## src/rtl/hack_pkg.sv

```systemverilog
// -----------------------------------------------------------------------------
// hack_pkg
// Shared definitions for the Hack 16-bit word datapath blocks.
//   WORD_W      : Hack word width (16)
//   hack_word_t : one Hack word
//   SEL_A/SEL_B : router destination select encodings
// -----------------------------------------------------------------------------
package hack_pkg;

   localparam int WORD_W = 16;

   typedef logic [WORD_W-1:0] hack_word_t;

   localparam logic SEL_A = 1'b0;
   localparam logic SEL_B = 1'b1;

   // Occupancy counter width able to hold 0..depth inclusive.
   function automatic int occ_width(input int depth);
      return $clog2(depth + 1);
   endfunction

endpackage

```

## src/rtl/hack_fifo16.sv

```systemverilog
// -----------------------------------------------------------------------------
// hack_fifo16
// Synchronous FIFO of DEPTH Hack words with registered full/empty flags.
// No bypass: a word pushed into an empty FIFO shows on head_data the cycle
// after the push. Push while full and pop while empty are ignored.
// Ports:
//   clk        in   clock, rising edge
//   rst        in   synchronous active-high reset (clears storage too)
//   push       in   write push_data at the tail
//   push_data  in   word to write
//   pop        in   advance the head
//   head_data  out  word at the head (meaningless while empty)
//   empty      out  occupancy == 0 (registered)
//   full       out  occupancy == DEPTH (registered)
// -----------------------------------------------------------------------------
module hack_fifo16
   import hack_pkg::*;
#(
   parameter int DEPTH = 2
) (
   input  logic       clk,
   input  logic       rst,
   input  logic       push,
   input  hack_word_t push_data,
   input  logic       pop,
   output hack_word_t head_data,
   output logic       empty,
   output logic       full
);

   localparam int PTR_W = $clog2(DEPTH);
   localparam int CNT_W = occ_width(DEPTH);

   hack_word_t       r_mem [DEPTH];
   logic [PTR_W-1:0] r_wr_ptr;
   logic [PTR_W-1:0] r_rd_ptr;
   logic [CNT_W-1:0] r_count;
   logic             r_empty;
   logic             r_full;

   logic             w_do_push;
   logic             w_do_pop;
   logic [CNT_W-1:0] w_count_nxt;

   assign w_do_push = push && !r_full;
   assign w_do_pop  = pop  && !r_empty;

   // Push and pop together leave occupancy unchanged.
   always_comb begin
      w_count_nxt = r_count;
      case ({w_do_push, w_do_pop})
         2'b10:   w_count_nxt = r_count + CNT_W'(1);
         2'b01:   w_count_nxt = r_count - CNT_W'(1);
         default: w_count_nxt = r_count;
      endcase
   end

   always_ff @(posedge clk) begin
      if (rst) begin
         for (int i = 0; i < DEPTH; i++) r_mem[i] <= '0;
         r_wr_ptr <= '0;
         r_rd_ptr <= '0;
         r_count  <= '0;
         r_empty  <= 1'b1;
         r_full   <= 1'b0;
      end else begin
         if (w_do_push) begin
            r_mem[r_wr_ptr] <= push_data;
            // DEPTH is a power of two, so natural overflow wraps the pointer.
            r_wr_ptr        <= r_wr_ptr + PTR_W'(1);
         end
         if (w_do_pop) begin
            r_rd_ptr <= r_rd_ptr + PTR_W'(1);
         end
         r_count <= w_count_nxt;
         r_empty <= (w_count_nxt == '0);
         r_full  <= (w_count_nxt == CNT_W'(DEPTH));
      end
   end

   assign head_data = r_mem[r_rd_ptr];
   assign empty     = r_empty;
   assign full      = r_full;

endmodule

```

## src/rtl/hack_dmux16_router.sv

```systemverilog
// -----------------------------------------------------------------------------
// hack_dmux16_router
// 1-to-2 valid/ready router for Hack words: each accepted word goes to
// channel A (in_sel=0) or channel B (in_sel=1), each with its own FIFO so a
// stalled consumer only blocks words destined for its own channel.
// Optional feature macro: HACK_DMUX16_STATS_EN adds a_count/b_count, 16-bit
// wrapping counts of words accepted into each channel.
// Ports:
//   clk, rst                 clock; synchronous active-high reset
//   in_data/in_sel           word and destination
//   in_valid/in_ready        input handshake; in_ready = selected FIFO not full
//   a_data/a_valid/a_ready   channel A head word and handshake
//   b_data/b_valid/b_ready   channel B head word and handshake
//   a_count, b_count         accept counters (stats build only)
// -----------------------------------------------------------------------------
module hack_dmux16_router
   import hack_pkg::*;
#(
   parameter int DEPTH = 2
) (
   input  logic              clk,
   input  logic              rst,
   input  logic [WORD_W-1:0] in_data,
   input  logic              in_sel,
   input  logic              in_valid,
   output logic              in_ready,
   output logic [WORD_W-1:0] a_data,
   output logic              a_valid,
   input  logic              a_ready,
   output logic [WORD_W-1:0] b_data,
   output logic              b_valid,
`ifdef HACK_DMUX16_STATS_EN
   output logic [15:0]       a_count,
   output logic [15:0]       b_count,
`endif
   input  logic              b_ready
);

   logic w_a_full, w_a_empty;
   logic w_b_full, w_b_empty;
   logic w_accept;
   logic w_push_a, w_push_b;
   logic w_pop_a,  w_pop_b;

   // Depends only on in_sel and registered flags: never on the consumers'
   // ready, so a full FIFO with a same-cycle pop still refuses the word.
   assign in_ready = (in_sel == SEL_B) ? !w_b_full : !w_a_full;
   assign w_accept = in_valid && in_ready;
   assign w_push_a = w_accept && (in_sel == SEL_A);
   assign w_push_b = w_accept && (in_sel == SEL_B);

   assign a_valid  = !w_a_empty;
   assign b_valid  = !w_b_empty;
   assign w_pop_a  = a_valid && a_ready;
   assign w_pop_b  = b_valid && b_ready;

   hack_fifo16 #(.DEPTH(DEPTH)) u_fifo_a (
      .clk       (clk),
      .rst       (rst),
      .push      (w_push_a),
      .push_data (in_data),
      .pop       (w_pop_a),
      .head_data (a_data),
      .empty     (w_a_empty),
      .full      (w_a_full)
   );

   hack_fifo16 #(.DEPTH(DEPTH)) u_fifo_b (
      .clk       (clk),
      .rst       (rst),
      .push      (w_push_b),
      .push_data (in_data),
      .pop       (w_pop_b),
      .head_data (b_data),
      .empty     (w_b_empty),
      .full      (w_b_full)
   );

`ifdef HACK_DMUX16_STATS_EN
   logic [15:0] r_a_count;
   logic [15:0] r_b_count;

   // Counts wrap 0xFFFF -> 0x0000 by natural overflow.
   always_ff @(posedge clk) begin
      if (rst) begin
         r_a_count <= '0;
         r_b_count <= '0;
      end else begin
         if (w_push_a) r_a_count <= r_a_count + 16'd1;
         if (w_push_b) r_b_count <= r_b_count + 16'd1;
      end
   end

   assign a_count = r_a_count;
   assign b_count = r_b_count;
`endif

endmodule

```

## config.mk

```make
export PLATFORM = sky130hd
export DESIGN_NAME = hack_dmux16_router
export DESIGN_NICKNAME = d
export VERILOG_FILES = /design/src/rtl/hack_pkg.sv /design/src/rtl/hack_fifo16.sv /design/src/rtl/hack_dmux16_router.sv
export SDC_FILE = /design/constraint.sdc
export NUM_CORES = 1
export LEC_CHECK = 0
export CORE_UTILIZATION = 40
export CTS_CLUSTER_SIZE = 12
export DETAILED_ROUTE_END_ITERATION = 8
export DONT_BUFFER_PORTS = 1
export SYNTH_ARGS = -nofsm -noshare
export SYNTH_HDL_FRONTEND = slang
export SYNTH_HIERARCHICAL = 1
export SYNTH_SLANG_ARGS = --single-unit
```

## constraint.sdc

```tcl
create_clock -name clk -period 1.9 [get_ports clk]
set_input_delay 0.38 -clock clk [delete_from_list [all_inputs] [get_ports clk]]
set_output_delay 0.38 -clock clk [all_outputs]
set_load 0.02 [all_outputs]
```

==> impl_metrics.env <==
export IMPL_run_status="finished clean"
export IMPL_die_height_um=95.2
export IMPL_grt_start_max_net_pins=33
export IMPL_fin_tns_setup_ns=0
export IMPL_grt_pass1_vias=2043
export IMPL_timing_critical_path_from_type="register"
export IMPL_vdd_drop_max_mv=0.630
export IMPL_finalHoldViolations=0
export IMPL_final_area_sq_mm=0.00385
export IMPL_design_die_area_sq_mm=0.00907
export IMPL_avgViaCountPerCell=5.06
export IMPL_detailroute_via_count=2046
export IMPL_post_cts_resized_instances=0
export IMPL_clock_tree_root_cell="sky130_fd_sc_hd__clkbuf_8"
export IMPL_grt_antenna_before_repair=0
export IMPL_ctsHoldBuffers=0
export IMPL_final_routed_drc_violation_total=0
export IMPL_cts_tree="done"
export IMPL_clock_sinks=78
export IMPL_path_max_fanout=5
export IMPL_dr_pass1_iterations=4
export IMPL_drive_above_1_share=0.217
export IMPL_design_final_nets=318
export IMPL_drt_initial_drc_count=91
export IMPL_postSynthNetCount=309
export IMPL_max_freq_mhz=567
export IMPL_synth_area_leaders="sky130_fd_sc_hd__edfxtp_1, sky130_fd_sc_hd__mux2_2, sky130_fd_sc_hd__dfxtp_1, sky130_fd_sc_hd__and3_1, sky130_fd_sc_hd__nor2_1"
export IMPL_worst_pin_slew_ns=0.471
export IMPL_worstSetupPathType="register to register"
export IMPL_drv_slew=0
export IMPL_syn_inst=285
export IMPL_die_width_um=95.2
export IMPL_synth_seq_area_share=0.633
export IMPL_io_buffer_count=0
export IMPL_gpl_final_weighted_congestion=0.708
export IMPL_post_synth_top_area_fraction=0.553
export IMPL_clock_slew_at_reported_path_ffs_ns=0.08
export IMPL_max_slew_margin_rel=0.677
export IMPL_min_path_type="input pin to register"
export IMPL_grt_util_all_layers=0.163
export IMPL_holdPathStages=1
export IMPL_wire_per_inst_um=16.9
export IMPL_cp_data_arrival_time_ns=2.04
export IMPL_clock_latency_ns=0.35
export IMPL_hpwl_um=4440
export IMPL_syn_area_sq_mm=0.00348
export IMPL_drv_cap=0
export IMPL_detail_route_antenna_nets=0
export IMPL_cts_repair_timing_setup_buffer_count=0
export IMPL_ys_ff_latch=78
export IMPL_rsz0062_at_grt="no"
export IMPL_first_pass_grt_wire_length_um=10600
export IMPL_crit_path_end_kind="register"
export IMPL_io_pins=57
export IMPL_crit_required_ns=2.17
export IMPL_start_util=0.419
export IMPL_antenna_cells_inserted=0
export IMPL_globalRoute_totalOverflow=0
export IMPL_max_clock_path_buffers=2
export IMPL_leakage_nw=1.51
export IMPL_netlist_top_cell_by_area="sky130_fd_sc_hd__edfxtp_1"
export IMPL_fin_worst_skew_ns=0.0107
export IMPL_area_growth_pct=10.7
export IMPL_core_area_sq_mm=0.00830
export IMPL_finalCriticalPeriod_ns=1.76
export IMPL_worst_r2r_cell_count=5
export IMPL_setup_violations_final=0
export IMPL_htree_depth=3
export IMPL_ys_warnings_count=6
export IMPL_place_area_sq_mm=0.00365
export IMPL_synthesis_area_per_instance_sq_um=12.2
export IMPL_powerDensity_mw_per_mm2=941
export IMPL_min_period_over_period=0.928
export IMPL_row_count=33
export IMPL_synth_distinct_cells=27
export IMPL_wl_um=6810
export IMPL_cts_buffers_inserted=9
per-stage QoR:
step | total power [mW] | std cells | setup WS [ns] | hold WS (ns) | utilization
after CTS | 3.66 | 404 | 0.144 | 0.0763 | 0.464
after global placement | 2.41 | 388 | 0.195 | 0.450 | 0.440
after detailed placement | 2.43 | 388 | 0.121 | 0.455 | 0.440
after global routing | 3.77 | 404 | 0.0307 | 0.0732 | 0.464
final | 3.62 | 404 | 0.136 | 0.0969 | 0.464
after floorplan | 2.34 | 285 | 0.172 | 0.445 | -
sequential cells by signal, indices dropped and copies added (netlist names), 2 cells and up, named ones only:
signal and count:
u_fifo_a/r_mem 32, u_fifo_a/r_count 2, u_fifo_b/r_count 2, u_fifo_b/r_mem 32
cells by family (layout without fill, tap and decap cells):
kind of cell / Yosys count / in the layout / share of synthesized area
AO/OA/AOI/OAI: 14 / 14 / 0.0230
buffers and inverters: 20 / 34 / 0.0281
AND/OR/NAND/NOR: 132 / 132 / 0.187
multiplexers: 33 / 33 / 0.107
flip-flops: 78 / 78 / 0.633
adder cells (fa/ha/maj): 2 / 2 / 0.00720
XOR/XNOR: 6 / 6 / 0.0151
critical path, cell delays in order, from the launching register on:
cell                       delay (ns)
sky130_fd_sc_hd__dfxtp_1         0.31
sky130_fd_sc_hd__nor3b_1         0.35
sky130_fd_sc_hd__nand2b_1        0.13
sky130_fd_sc_hd__ha_1            0.36
sky130_fd_sc_hd__or3_1           0.39
sky130_fd_sc_hd__a21oi_1         0.16
report_power, final:
group          internal, mW  switching [mW]
registers              1.95          0.0332
logic                 0.138           0.257
clock network         0.616           0.622
metal layers:
metal | part of all wire | track usage | wire [um] | up-vias
li1 | - | - | - | 1016
met4 | 0.013 | 0.0429 | 90 | 0
met1 | 0.39 | 0.177 | 2650 | 960
met3 | 0.10 | 0.0869 | 679 | 8
met2 | 0.50 | 0.277 | 3390 | 62
met5 | 0 | 0 | 0 | -
layout by cell type (no fill, tap or decap), drive strengths merged:
master and count:
a21oi 6, a22oi 2, and2b 4, and3 32
and3b 1, buf 14, bufinv 1, clkbuf 10
clkinvlp 3, dfxtp 14, edfxtp 64, ha 2
inv 6, mux2 32, mux2i 1, nand2 36
nand2b 6, nor2 40, nor2b 6, nor3 2
nor3b 1, o21ai 4, o21bai 2, or2b 2
or3 2, xnor2 6
final cells by class:
cell class,count,area (sq um)
flip-flops and latches,78,2200
fillers,763,4450
clock buffers,10,128
repair buffers,14,118
clock inverters,6,70.1
inverters,4,15.0
multi-input cells,187,1180
well taps,105,131
cell usage after synthesis:
master and count:
sky130_fd_sc_hd__edfxtp_1 64, sky130_fd_sc_hd__nor2_1 38, sky130_fd_sc_hd__nand2_1 36, sky130_fd_sc_hd__and3_1 32
sky130_fd_sc_hd__mux2_2 32, sky130_fd_sc_hd__dfxtp_1 14, sky130_fd_sc_hd__buf_2 10, sky130_fd_sc_hd__a21oi_1 6
sky130_fd_sc_hd__nand2b_1 6, sky130_fd_sc_hd__nor2b_1 6, sky130_fd_sc_hd__xnor2_1 6, sky130_fd_sc_hd__and2b_1 4
sky130_fd_sc_hd__inv_1 4, sky130_fd_sc_hd__o21ai_0 4, sky130_fd_sc_hd__a22oi_1 2, sky130_fd_sc_hd__buf_4 2
sky130_fd_sc_hd__clkbuf_1 2, sky130_fd_sc_hd__clkbuf_2 2, sky130_fd_sc_hd__ha_1 2, sky130_fd_sc_hd__nor2_2 2
sky130_fd_sc_hd__nor3_1 2, sky130_fd_sc_hd__o21bai_1 2, sky130_fd_sc_hd__or2b_1 2, sky130_fd_sc_hd__or3_1 2
sky130_fd_sc_hd__and3b_1 1, sky130_fd_sc_hd__mux2i_1 1, sky130_fd_sc_hd__nor3b_1 1
worst paths after layout:
check,slack (ns),end,from
worst max-delay path,0.14,u_fifo_a/r_count[1]$_SDFF_PP0_,u_fifo_a/full$_SDFF_PP0_
worst min-delay path,0.1,u_fifo_b/r_rd_ptr$_SDFFE_PP0P_,rst
worst max register to register,0.14,u_fifo_a/r_count[1]$_SDFF_PP0_,u_fifo_a/full$_SDFF_PP0_
worst min register to register,0.48,u_fifo_a/r_wr_ptr$_SDFFE_PP0P_,u_fifo_a/r_wr_ptr$_SDFFE_PP0P_
(Power assumes the default switching activity.)
